==> src/rtl/tomasulo_pkg.sv <==
// -----------------------------------------------------------------------------
// tomasulo_pkg
// Shared definitions for the Tomasulo datapath functional units.
//   - Operation encoding for the mul/div unit (OP_MUL / OP_DIV).
//   - Default operand and tag widths.
//   - Handshake FSM state encoding and its enumerated type.
//   - max_int(): helper used to size latency counters.
// -----------------------------------------------------------------------------
package tomasulo_pkg;

  localparam logic OP_MUL = 1'b0;
  localparam logic OP_DIV = 1'b1;

  localparam int DEF_WIDTH = 16;
  localparam int DEF_TAG_W = 3;

  localparam logic [1:0] ST_IDLE_ENC = 2'd0;
  localparam logic [1:0] ST_EXEC_ENC = 2'd1;
  localparam logic [1:0] ST_WAIT_ENC = 2'd2;

  typedef enum logic [1:0] {
    ST_IDLE     = ST_IDLE_ENC,
    ST_EXEC     = ST_EXEC_ENC,
    ST_WAIT_CDB = ST_WAIT_ENC
  } state_t;

  function automatic int max_int(input int a, input int b);
    return (a > b) ? a : b;
  endfunction

endpackage

==> src/rtl/muldiv_core.sv <==
// -----------------------------------------------------------------------------
// muldiv_core
// Combinational unsigned multiply / divide datapath. Kept separate from the
// handshake FSM so a pipelined or iterative core can be swapped in later.
// Ports:
//   i_op      : 0 = multiply, 1 = divide
//   i_a, i_b  : operands (dividend, divisor)
//   o_result  : low WIDTH bits of a*b, or truncating a/b (all ones if b==0)
//   o_div0    : divide with a zero divisor
// -----------------------------------------------------------------------------
module muldiv_core
  import tomasulo_pkg::*;
#(
  parameter int WIDTH = DEF_WIDTH
) (
  input  logic             i_op,
  input  logic [WIDTH-1:0] i_a,
  input  logic [WIDTH-1:0] i_b,
  output logic [WIDTH-1:0] o_result,
  output logic             o_div0
);

  logic [WIDTH-1:0] w_prod;
  logic [WIDTH-1:0] w_quot;
  logic             w_b_zero;

  // Product is evaluated at WIDTH bits, so overflow drops off the top.
  assign w_prod   = i_a * i_b;
  assign w_b_zero = (i_b == '0);
  // Divisor is forced to 1 when zero so the divider never sees 0; the
  // all-ones result below overrides the quotient in that case anyway.
  assign w_quot   = i_a / (w_b_zero ? {{(WIDTH-1){1'b0}}, 1'b1} : i_b);

  always_comb begin
    o_result = w_prod;
    o_div0   = 1'b0;
    if (i_op == OP_DIV) begin
      if (w_b_zero) begin
        o_result = '1;
        o_div0   = 1'b1;
      end else begin
        o_result = w_quot;
      end
    end
  end

endmodule

==> src/rtl/muldiv_fu.sv <==
// -----------------------------------------------------------------------------
// muldiv_fu
// Multiply/divide functional unit between a reservation station and the CDB
// arbiter. Captures op, tag and operands on the issue handshake, waits the
// per-op latency, then holds a tagged result request until granted.
// Ports:
//   i_clk, i_srst          : clock, synchronous active-high reset
//   i_issue_valid/o_issue_ready, i_issue_op, i_issue_tag, i_opa, i_opb
//                          : issue handshake and operands
//   o_cdb_req, i_cdb_grant : CDB request / grant
//   o_cdb_tag, o_cdb_data, o_cdb_div0 : registered result
//   o_busy                 : an operation is held (EXEC or WAIT_CDB)
// -----------------------------------------------------------------------------
module muldiv_fu
  import tomasulo_pkg::*;
#(
  parameter int WIDTH   = DEF_WIDTH,
  parameter int TAG_W   = DEF_TAG_W,
  parameter int MUL_LAT = 3,
  parameter int DIV_LAT = 4
) (
  input  logic             i_clk,
  input  logic             i_srst,
  input  logic             i_issue_valid,
  output logic             o_issue_ready,
  input  logic             i_issue_op,
  input  logic [TAG_W-1:0] i_issue_tag,
  input  logic [WIDTH-1:0] i_opa,
  input  logic [WIDTH-1:0] i_opb,
  output logic             o_cdb_req,
  input  logic             i_cdb_grant,
  output logic [TAG_W-1:0] o_cdb_tag,
  output logic [WIDTH-1:0] o_cdb_data,
  output logic             o_cdb_div0,
  output logic             o_busy
);

  // Counter holds at most LAT-1, so clog2(max LAT) bits are enough.
  localparam int MAX_LAT = max_int(MUL_LAT, DIV_LAT);
  localparam int CNT_W   = (MAX_LAT > 1) ? $clog2(MAX_LAT) : 1;

  state_t           r_state;
  state_t           w_state_next;
  logic [CNT_W-1:0] r_cnt;
  logic             r_op;
  logic [TAG_W-1:0] r_tag;
  logic [WIDTH-1:0] r_opa;
  logic [WIDTH-1:0] r_opb;
  logic             r_cdb_req;
  logic [TAG_W-1:0] r_cdb_tag;
  logic [WIDTH-1:0] r_cdb_data;
  logic             r_cdb_div0;

  logic             w_accept;
  logic             w_exec_done;
  logic             w_granted;
  logic [WIDTH-1:0] w_result;
  logic             w_div0;

  muldiv_core #(.WIDTH(WIDTH)) u_core (
    .i_op     (r_op),
    .i_a      (r_opa),
    .i_b      (r_opb),
    .o_result (w_result),
    .o_div0   (w_div0)
  );

  assign w_accept    = (r_state == ST_IDLE) && i_issue_valid;
  assign w_exec_done = (r_state == ST_EXEC) && (r_cnt == '0);
  // The request is high exactly in WAIT_CDB, so a grant seen elsewhere is
  // ignored by construction.
  assign w_granted   = (r_state == ST_WAIT_CDB) && i_cdb_grant;

  always_ff @(posedge i_clk) begin
    if (i_srst) begin
      r_state <= ST_IDLE;
    end else begin
      r_state <= w_state_next;
    end
  end

  always_comb begin
    w_state_next = r_state;
    case (r_state)
      ST_IDLE:     if (i_issue_valid) w_state_next = ST_EXEC;
      ST_EXEC:     if (r_cnt == '0)   w_state_next = ST_WAIT_CDB;
      ST_WAIT_CDB: if (i_cdb_grant)   w_state_next = ST_IDLE;
      default:                        w_state_next = ST_IDLE;
    endcase
  end

  always_ff @(posedge i_clk) begin
    if (i_srst) begin
      r_cnt      <= '0;
      r_op       <= OP_MUL;
      r_tag      <= '0;
      r_opa      <= '0;
      r_opb      <= '0;
      r_cdb_req  <= 1'b0;
      r_cdb_tag  <= '0;
      r_cdb_data <= '0;
      r_cdb_div0 <= 1'b0;
    end else begin
      if (w_accept) begin
        r_op  <= i_issue_op;
        r_tag <= i_issue_tag;
        r_opa <= i_opa;
        r_opb <= i_opb;
        // Loading LAT-1 and finishing on zero gives exactly LAT edges from
        // accept to the request appearing.
        r_cnt <= (i_issue_op == OP_DIV) ? CNT_W'(DIV_LAT - 1)
                                        : CNT_W'(MUL_LAT - 1);
      end else if ((r_state == ST_EXEC) && (r_cnt != '0)) begin
        r_cnt <= r_cnt - 1'b1;
      end

      if (w_exec_done) begin
        r_cdb_req  <= 1'b1;
        r_cdb_tag  <= r_tag;
        r_cdb_data <= w_result;
        r_cdb_div0 <= w_div0;
      end else if (w_granted) begin
        // Tag/data/div0 deliberately keep their last value after grant.
        r_cdb_req <= 1'b0;
      end
    end
  end

  assign o_issue_ready = (r_state == ST_IDLE);
  assign o_busy        = (r_state != ST_IDLE);
  assign o_cdb_req     = r_cdb_req;
  assign o_cdb_tag     = r_cdb_tag;
  assign o_cdb_data    = r_cdb_data;
  assign o_cdb_div0    = r_cdb_div0;

endmodule

==> config.mk <==
export PLATFORM = sky130hd
export DESIGN_NAME = muldiv_fu
export DESIGN_NICKNAME = d
export VERILOG_FILES = /design/src/rtl/tomasulo_pkg.sv /design/src/rtl/muldiv_core.sv /design/src/rtl/muldiv_fu.sv
export SDC_FILE = /design/constraint.sdc
export NUM_CORES = 1
export LEC_CHECK = 0
export ABC_CLOCK_PERIOD_IN_PS = 42100
export BUFFER_PORTS_ARGS = -buffer_cell sky130_fd_sc_hd__clkbuf_2
export CORE_MARGIN = 2
export CORE_UTILIZATION = 40
export DETAILED_ROUTE_END_ITERATION = 10
export PLACE_DENSITY = 0.55
export SYNTH_ARGS = -nofsm -noshare
export SYNTH_HDL_FRONTEND = slang
export SYNTH_SLANG_ARGS = --single-unit
export TNS_END_PERCENT = 20
==> constraint.sdc <==
create_clock -name i_clk -period 42.1 [get_ports i_clk]
set_input_delay 2.105 -clock i_clk [delete_from_list [all_inputs] [get_ports i_clk]]
set_output_delay 2.105 -clock i_clk [all_outputs]
set_load 0.01 [all_outputs]
==> results of run 1 <==
[final cells by class]
| class | instances | area (sq um) |
|---|---|---|
| clock buffers | 9 | 225 |
| clock inverters | 7 | 50.0 |
| fillers | 3451 | 18900 |
| inverters | 167 | 627 |
| multi-input cells | 1483 | 11200 |
| flip-flops and latches | 61 | 1220 |
| well taps | 448 | 561 |
| repair buffers | 84 | 479 |
[critical path, delay by kind of cell, from the launching register on]
family,cells,cell delay (ns)
multiplexers,4,1.66
AND/OR/NAND/NOR,35,7.74
AO/OA/AOI/OAI,63,17.35
flip-flops,1,0.56
adder cells (fa/ha/maj),15,5.13
buffers and inverters,3,0.56
[Yosys cell counts, types with 19 or more instances]
cell type  count
clkbuf_1      66
inv_1        164
a21oi_1      155
mux2_2        26
a21o_1        49
nand3_1       35
o21ai_0       59
and2_1        45
nand2_1      257
nor2_1       124
a31oi_1       20
xnor2_1       76
nor3_1        41
dfxtp_1       61
nor2b_1       19
fa_1          80
ha_1         172
xor2_1        41
[placed cells by master (no fill, tap or decap), drive strengths merged, types with 9 or more instances in the layout]
| cell | instances |
|---|---|
| mux2 | 28 |
| nand2b | 17 |
| and2 | 45 |
| or3 | 16 |
| o31ai | 14 |
| nand3 | 35 |
| nor2b | 19 |
| ha | 172 |
| or2 | 10 |
| nand4 | 10 |
| inv | 166 |
| a21oi | 157 |
| buf | 22 |
| o221ai | 12 |
| a211oi | 17 |
| nor2 | 124 |
| dfxtp | 61 |
| xor2 | 41 |
| fa | 80 |
| a31oi | 21 |
| and3 | 10 |
| a21boi | 9 |
| clkbuf | 71 |
| o21a | 18 |
| nand2 | 257 |
| nor4 | 9 |
| o211ai | 18 |
| xnor2 | 76 |
| a21o | 49 |
| o21ai | 64 |
| o21bai | 11 |
| nor3 | 45 |
[per-stage QoR]
| stage | hold WS, ns | util (%) | setup WS (ns) | cells |
|---|---|---|---|---|
| finish | 0.452 | 43.2 | 8.91 | 2259 |
| detailed placement | 0.446 | 42.3 | 9.20 | 2242 |
| global route | 0.471 | 43.2 | 6.39 | 2259 |
| global placement | 0.442 | 42.3 | 9.63 | 2242 |
| CTS | 0.454 | 43.1 | 9.13 | 2258 |
| floorplan | 0.432 | - | 15.65 | 1794 |
[worst max-delay path by stage]
stage | start | endpoint | slack, ns
finish | r_opb[9] | o_cdb_data[0] | 8.91
global route | r_opb[9] | o_cdb_data[0] | 6.39
CTS | r_opb[9] | o_cdb_data[0] | 9.13
detailed placement | r_opb[9] | o_cdb_data[0] | 9.20
global placement | r_opb[9] | o_cdb_data[0] | 9.63
floorplan | r_opb[12] | o_cdb_data[0] | 15.65
[cells by family after synthesis]
group / after synthesis / synth area share (%)
flops: 61 / 9.12
mux: 32 / 2.71
compound gates: 466 / 23.7
buf+inv: 250 / 7.22
xor+xnor: 117 / 7.65
simple gates: 616 / 21.6
fa+ha+maj: 252 / 28.0
[sequential cells by signal, summed over array words and instances, names as in the netlist]
signal / count
o_cdb_div0: 1
o_cdb_tag: 3
o_cdb_req: 1
r_opa: 16
r_tag: 3
r_cnt: 2
r_state: 2
o_cdb_data: 16
r_opb: 16
r_op: 1
[per-layer routing]
| metal | up-vias | part of all wire, % | wire length, microns |
|---|---|---|---|
| met5 | - | 0.027 | 13 |
| met4 | 2 | 3.6 | 1700 |
| met3 | 86 | 6.9 | 3270 |
| met2 | 527 | 43 | 20500 |
| met1 | 6408 | 46 | 22100 |
| li1 | 6284 | - | - |
==> key figures, run 1 <==
Place
  • Post-detail-place hpwl: approximately 37000 microns
  • Final GP Congestion: 0.979
  • DP Area: 14100 sq um
  • I/O Buffers: between 60 and 70

Clock tree
  • Number of H-tree levels: 3
  • Clock Latency Late Sink: approximately 0.35 ns
  • CTS tree: done
  • Hold buffers post-CTS: 0
  • Clk sinks: 61
  • Root Buffer: clkbuf_16
  • Reg clk slew, reported paths: approximately 0.06 ns
  • Post-CTS Resized: 0
  • Setup Fix Bufs, Post-CTS: 0
  • Max Root-Sink Buffers: 2
  • CTS Buf Count: 9

STA
  • Final Max Slew Viols: 0
  • Max Clk Rate: roughly 30 MHz
  • Slew @ Worst Pin: approximately 1.2 ns
  • Worst clock skew: between 0.01 and 0.015 ns
  • RSZ-0062 raised after global routing: false
  • Slew HR: 20.7%
  • Period utilisation layout: 78.8%
  • Setup tns final: 0 ns
  • Final hold violations: 0
  • Setup violations, final: 0
  • Fin crit period: about 33 ns

Job
  • Max cap viols: 0

Logic synthesis
  • Top cell type's share of synthesized area: roughly 16%
  • Post-synth EDFFs: 0
  • Ys flop type: dfxtp_1
  • Netlist cell types: between 90 and 100
  • Avg Inst Size Synth: roughly 7.5 sq um
  • Mapped Nets: roughly 2100
  • Number of synthesized register bits: 61
  • Cell taking the most area after synthesis: ha_1
  • Seq/Total Area, Yosys: 9.12%
  • Synthesized cell area: approximately 13000 sq um
  • Post-Syn Instances: roughly 1800
  • Synth async-reset ratio: 0%
  • Ys Warns: 0
  • Top post-synthesis cells by area: ha_1 (16%), fa_1 (12%), dfxtp_1 (9.1%)

GRT
  • Grt met1 use: 38.6%
  • Largest net degree at the start of global routing: 62
  • GRT Max-Usage Layer: met2
  • Met3 usage: approximately 4.0%
  • Met2 Track Usage GR: a little over two fifths
  • Global-route usage over all layers: around 27%
  • Antenna violations before repair: 1
  • GRT overflow: 0
  • First-pass GRT wire length: about 74000 microns
  • Vias in the first global route: roughly 13000

Run status
  • Status: finished clean

Floorplanning
  • DIE AREA: 35000 sq um
  • Die H: approximately 190 microns
  • Num ports: 63
  • Cell Rows: 67
  • Initial Util: 40.2%
  • Chip width: 187 microns
  • Core footprint: about 33000 sq um

Hold path
  • Worst Hold Launch: o_cdb_data[3]
  • Hold path cells: 2
  • Hold Path End: o_cdb_data[3]
  • Worst hold path class: register to register

Worst setup path
  • Max stage delay on crit path: between 0.9 and 1 ns
  • CP max-delay cell: a21oi_1
  • Worst reg2reg startpoint: r_opb[9]
  • Most Frequent Cell on Critical Path: ha_1
  • Worst Setup Start Kind: register
  • Depth of the worst register-to-register path: 120
  • CP required: ~42 ns
  • Critical path arrival: between 30 and 40 ns
  • Crit. End Element: register
  • Worst Path Max Fanout: 26
  • Critical path class: register to register
  • Reg2Reg Setup Slack: 8.91 ns
  • Worst r2r dst: o_cdb_data[0]

Layout
  • Final Cell Area: 14400 sq um
  • Share of cells above drive strength 1: about a tenth
  • N_diodes: 0
  • # nets final: 2098
  • Area grow syn2layout: 7.29%

Routing
  • Drt pass-1 iters: 6
  • Via Count: about 13000
  • DRT antenna net count: 0
  • DRC violations left: 0
  • WL/cell: ~21 microns
  • Drt first-iter violations: 1132
  • Vias/cell: around 5.9
  • DRT Wirelength: ~48000 microns
Power of run 1 is not shown: default switching activity piles up to over one toggle a cycle in this logic, so the estimate is an artifact.
==> run 2: changes to the inputs <==
--- a/config.mk
+++ b/config.mk
@@ -5,7 +5,7 @@
 export SDC_FILE = /design/constraint.sdc
 export NUM_CORES = 1
 export LEC_CHECK = 0
-export ABC_CLOCK_PERIOD_IN_PS = 42100
+export ABC_CLOCK_PERIOD_IN_PS = 34200
 export BUFFER_PORTS_ARGS = -buffer_cell sky130_fd_sc_hd__clkbuf_2
 export CORE_MARGIN = 2
 export CORE_UTILIZATION = 40
==> constraint.sdc (replaced) <==
create_clock -name i_clk -period 34.2 [get_ports i_clk]
set_input_delay 1.71 -clock i_clk [delete_from_list [all_inputs] [get_ports i_clk]]
set_output_delay 1.71 -clock i_clk [all_outputs]
set_load 0.01 [all_outputs]
==> run 2 against run 1 <==
  * Wire length decreased by 0.42%
  * Critical path type unchanged
  * Utilization grew 0.26 points
  * Global-route usage about the same
==> key figures, run 2 (synthesis results as in run 1) <==
STA
  • Worst clock skew: 0.0139 ns (+0.00163 ns)
  • Final Max Slew Viols: 0 (unchanged)
  • Period utilisation layout: 93.2% (+14 points)
  • Setup tns final: 0 ns (unchanged)
  • Max Clk Rate: 31.4 MHz (+4.1%)
  • Setup violations, final: 0 (unchanged)
  • Fin crit period: 31.89 ns (-1.30 ns)
  • RSZ-0062 raised after global routing: false
  • Hold Slack: 0.448 ns (-0.00420 ns)
  • Slew @ Worst Pin: 0.958 ns (-0.225 ns)
  • Final hold violations: 0 (unchanged)
  • Slew HR: 35.9% (+15 points)

Clock tree
  • Hold buffers post-CTS: 0 (unchanged)
  • Clk sinks: 61 (unchanged)
  • CTS tree: done
  • Number of H-tree levels: 3 (unchanged)
  • Clock Latency Late Sink: 0.36 ns (about the same)
  • Root Buffer: clkbuf_16
  • Max Root-Sink Buffers: 2 (unchanged)
  • Reg clk slew, reported paths: 0.06 ns (about the same)
  • CTS Buf Count: 9 (unchanged)

Run status
  • Status: finished clean

Layout
  • Commonest non-fill, non-tap cells in the layout: nand2_1 (257), ha_1 (172), inv_1 (164), a21oi_1 (153), nor2_1 (122)
  • Area grow syn2layout: 7.92%
  • Commonest non-fill, non-tap cell in the layout: nand2_1
  • Share of cells above drive strength 1: 10.3% (+0.39 points)
  • FILL cells: 3470 (+0.55%)
  • # nets final: 2098 (unchanged)
  • N_diodes: 0 (unchanged)
  • Non-filler instance count after layout: 2259 (unchanged)
  • Util after Layout: 43.4% (+0.26 points)

Worst setup path
  • Critical path arrival: 32.10 ns (-1.30 ns)
  • Most Frequent Cell on Critical Path: a21oi_1
  • Crit. End Element: register
  • Critical path class: register to register
  • Max stage delay on crit path: 0.77 ns (-0.14 ns)
  • CP required: 34.41 ns (-7.90 ns)
  • Worst Path Max Fanout: 27 (+3.8%)
  • CP max-delay cell: nor2_1
  • Worst Setup Start Kind: register

Routing
  • DRC violations left: 0 (unchanged)
  • Vias/cell: 5.82 (-1.2%)
  • Met3 wire length: 3380 microns (+3.5%)
  • DRT met1 WL: 21700 microns (-1.8%)
  • Drt first-iter violations: 995 (-12%)
  • Met2 wire len: 21000 microns (+2.6%)
  • DRT Wirelength: 47400 microns (-0.42%)
  • WL/cell: 21.0 microns (-0.42%)
  • DRT antenna net count: 0 (unchanged)
  • Drt pass-1 iters: 6 (unchanged)
  • Uppermost layer routed: met4
  • Via Count: 13200 (-1.2%)

Floorplanning
  • Die H: 187 microns (unchanged)
  • Chip width: 187 microns (unchanged)
  • Cell Rows: 67 (unchanged)
  • Num ports: 63 (unchanged)
  • Initial Util: 40.2% (unchanged)
  • DIE AREA: 35000 sq um (unchanged)
  • Core footprint: 33300 sq um (unchanged)

GRT
  • Largest net degree at the start of global routing: 62 (unchanged)
  • GRT overflow: 0 (unchanged)
  • Global-route usage over all layers: 27.1% (about the same)
  • First-pass GRT wire length: 74000 microns (-0.37%)
  • Vias in the first global route: 12800 (-0.31%)
  • Antenna violations before repair: 2 (+1)

Place
  • I/O Buffers: 62 (unchanged)
  • Post-detail-place hpwl: 36900 microns (-0.57%)
  • Dpl cells: 2242 (unchanged)
  • Final GP Congestion: 0.945 (-3.5%)

Job
  • Max cap viols: 0 (unchanged)

Hold path
  • Worst hold path class: register to register
## run 2: changes by cell type in the layout (fill, tap and decap cells not counted), sizes merged
cell      previous run  this run
bufinv               0         1
clkinvlp             3         2
buf                 22        21
a41oi                3         4
clkbuf              71        72
clkinv               5         4
## run 2: per-layer routing
layer / vias up / GRT usage, %
met5: - / 0
met4: 0 / 7.14
met3: 70 / 4.15
met2: 516 / 43.5
met1: 6273 / 37.9
li1: 6292 / -
## run 2: critical path: cells and delay by family (launching register included)
family                     cells  cell delay, ns
AOI/OAI and AO/OA             69           17.29
muxes                          5            1.92
DFF                            1            0.50
and+or+nand+nor               29            6.07
buffers and inverters          3            0.80
adders and majority gates     15            5.12
## run 2: final timing paths
kind	from	end	slack, ns	depth (start not counted)
min reg2reg	r_tag[2]	o_cdb_tag[2]	0.45	2
max reg2reg	r_opb[12]	o_cdb_data[0]	2.31	121
max	r_opb[12]	o_cdb_data[0]	2.31	121
min	r_tag[2]	o_cdb_tag[2]	0.45	2
## run 2: final cells by class
| class | instances | area, sq um | area share [%] |
|---|---|---|---|
| multi-input cells | 1484 | 11300 | 78.0 |
| repair buffers | 83 | 468 | 3.24 |
| clock inverters | 6 | 71.3 | 0.493 |
| flip-flops and latches | 61 | 1220 | 8.45 |
| inverters | 167 | 627 | 4.34 |
| well taps | 448 | 561 | 3.88 |
| clock buffers | 10 | 229 | 1.58 |
## run 2: timing repair
| item | 4_1_cts | 5_1_grt |
|---|---|---|
| setup endpoints to repair | 0 | 2 |
| setup buffers | 0 | 0 |
| gates resized for setup | 0 | 12 |
## run 2: per-stage QoR
stage / cell area, sq um / setup WS, ns
detailed placement: 14100 / 0.763
CTS: 14400 / 0.626
global route: 14500 / 0.110
finish: 14500 / 2.31
global placement: 14100 / 1.21
floorplan: 13400 / 7.75
Power of run 2 is left out for the same reason.
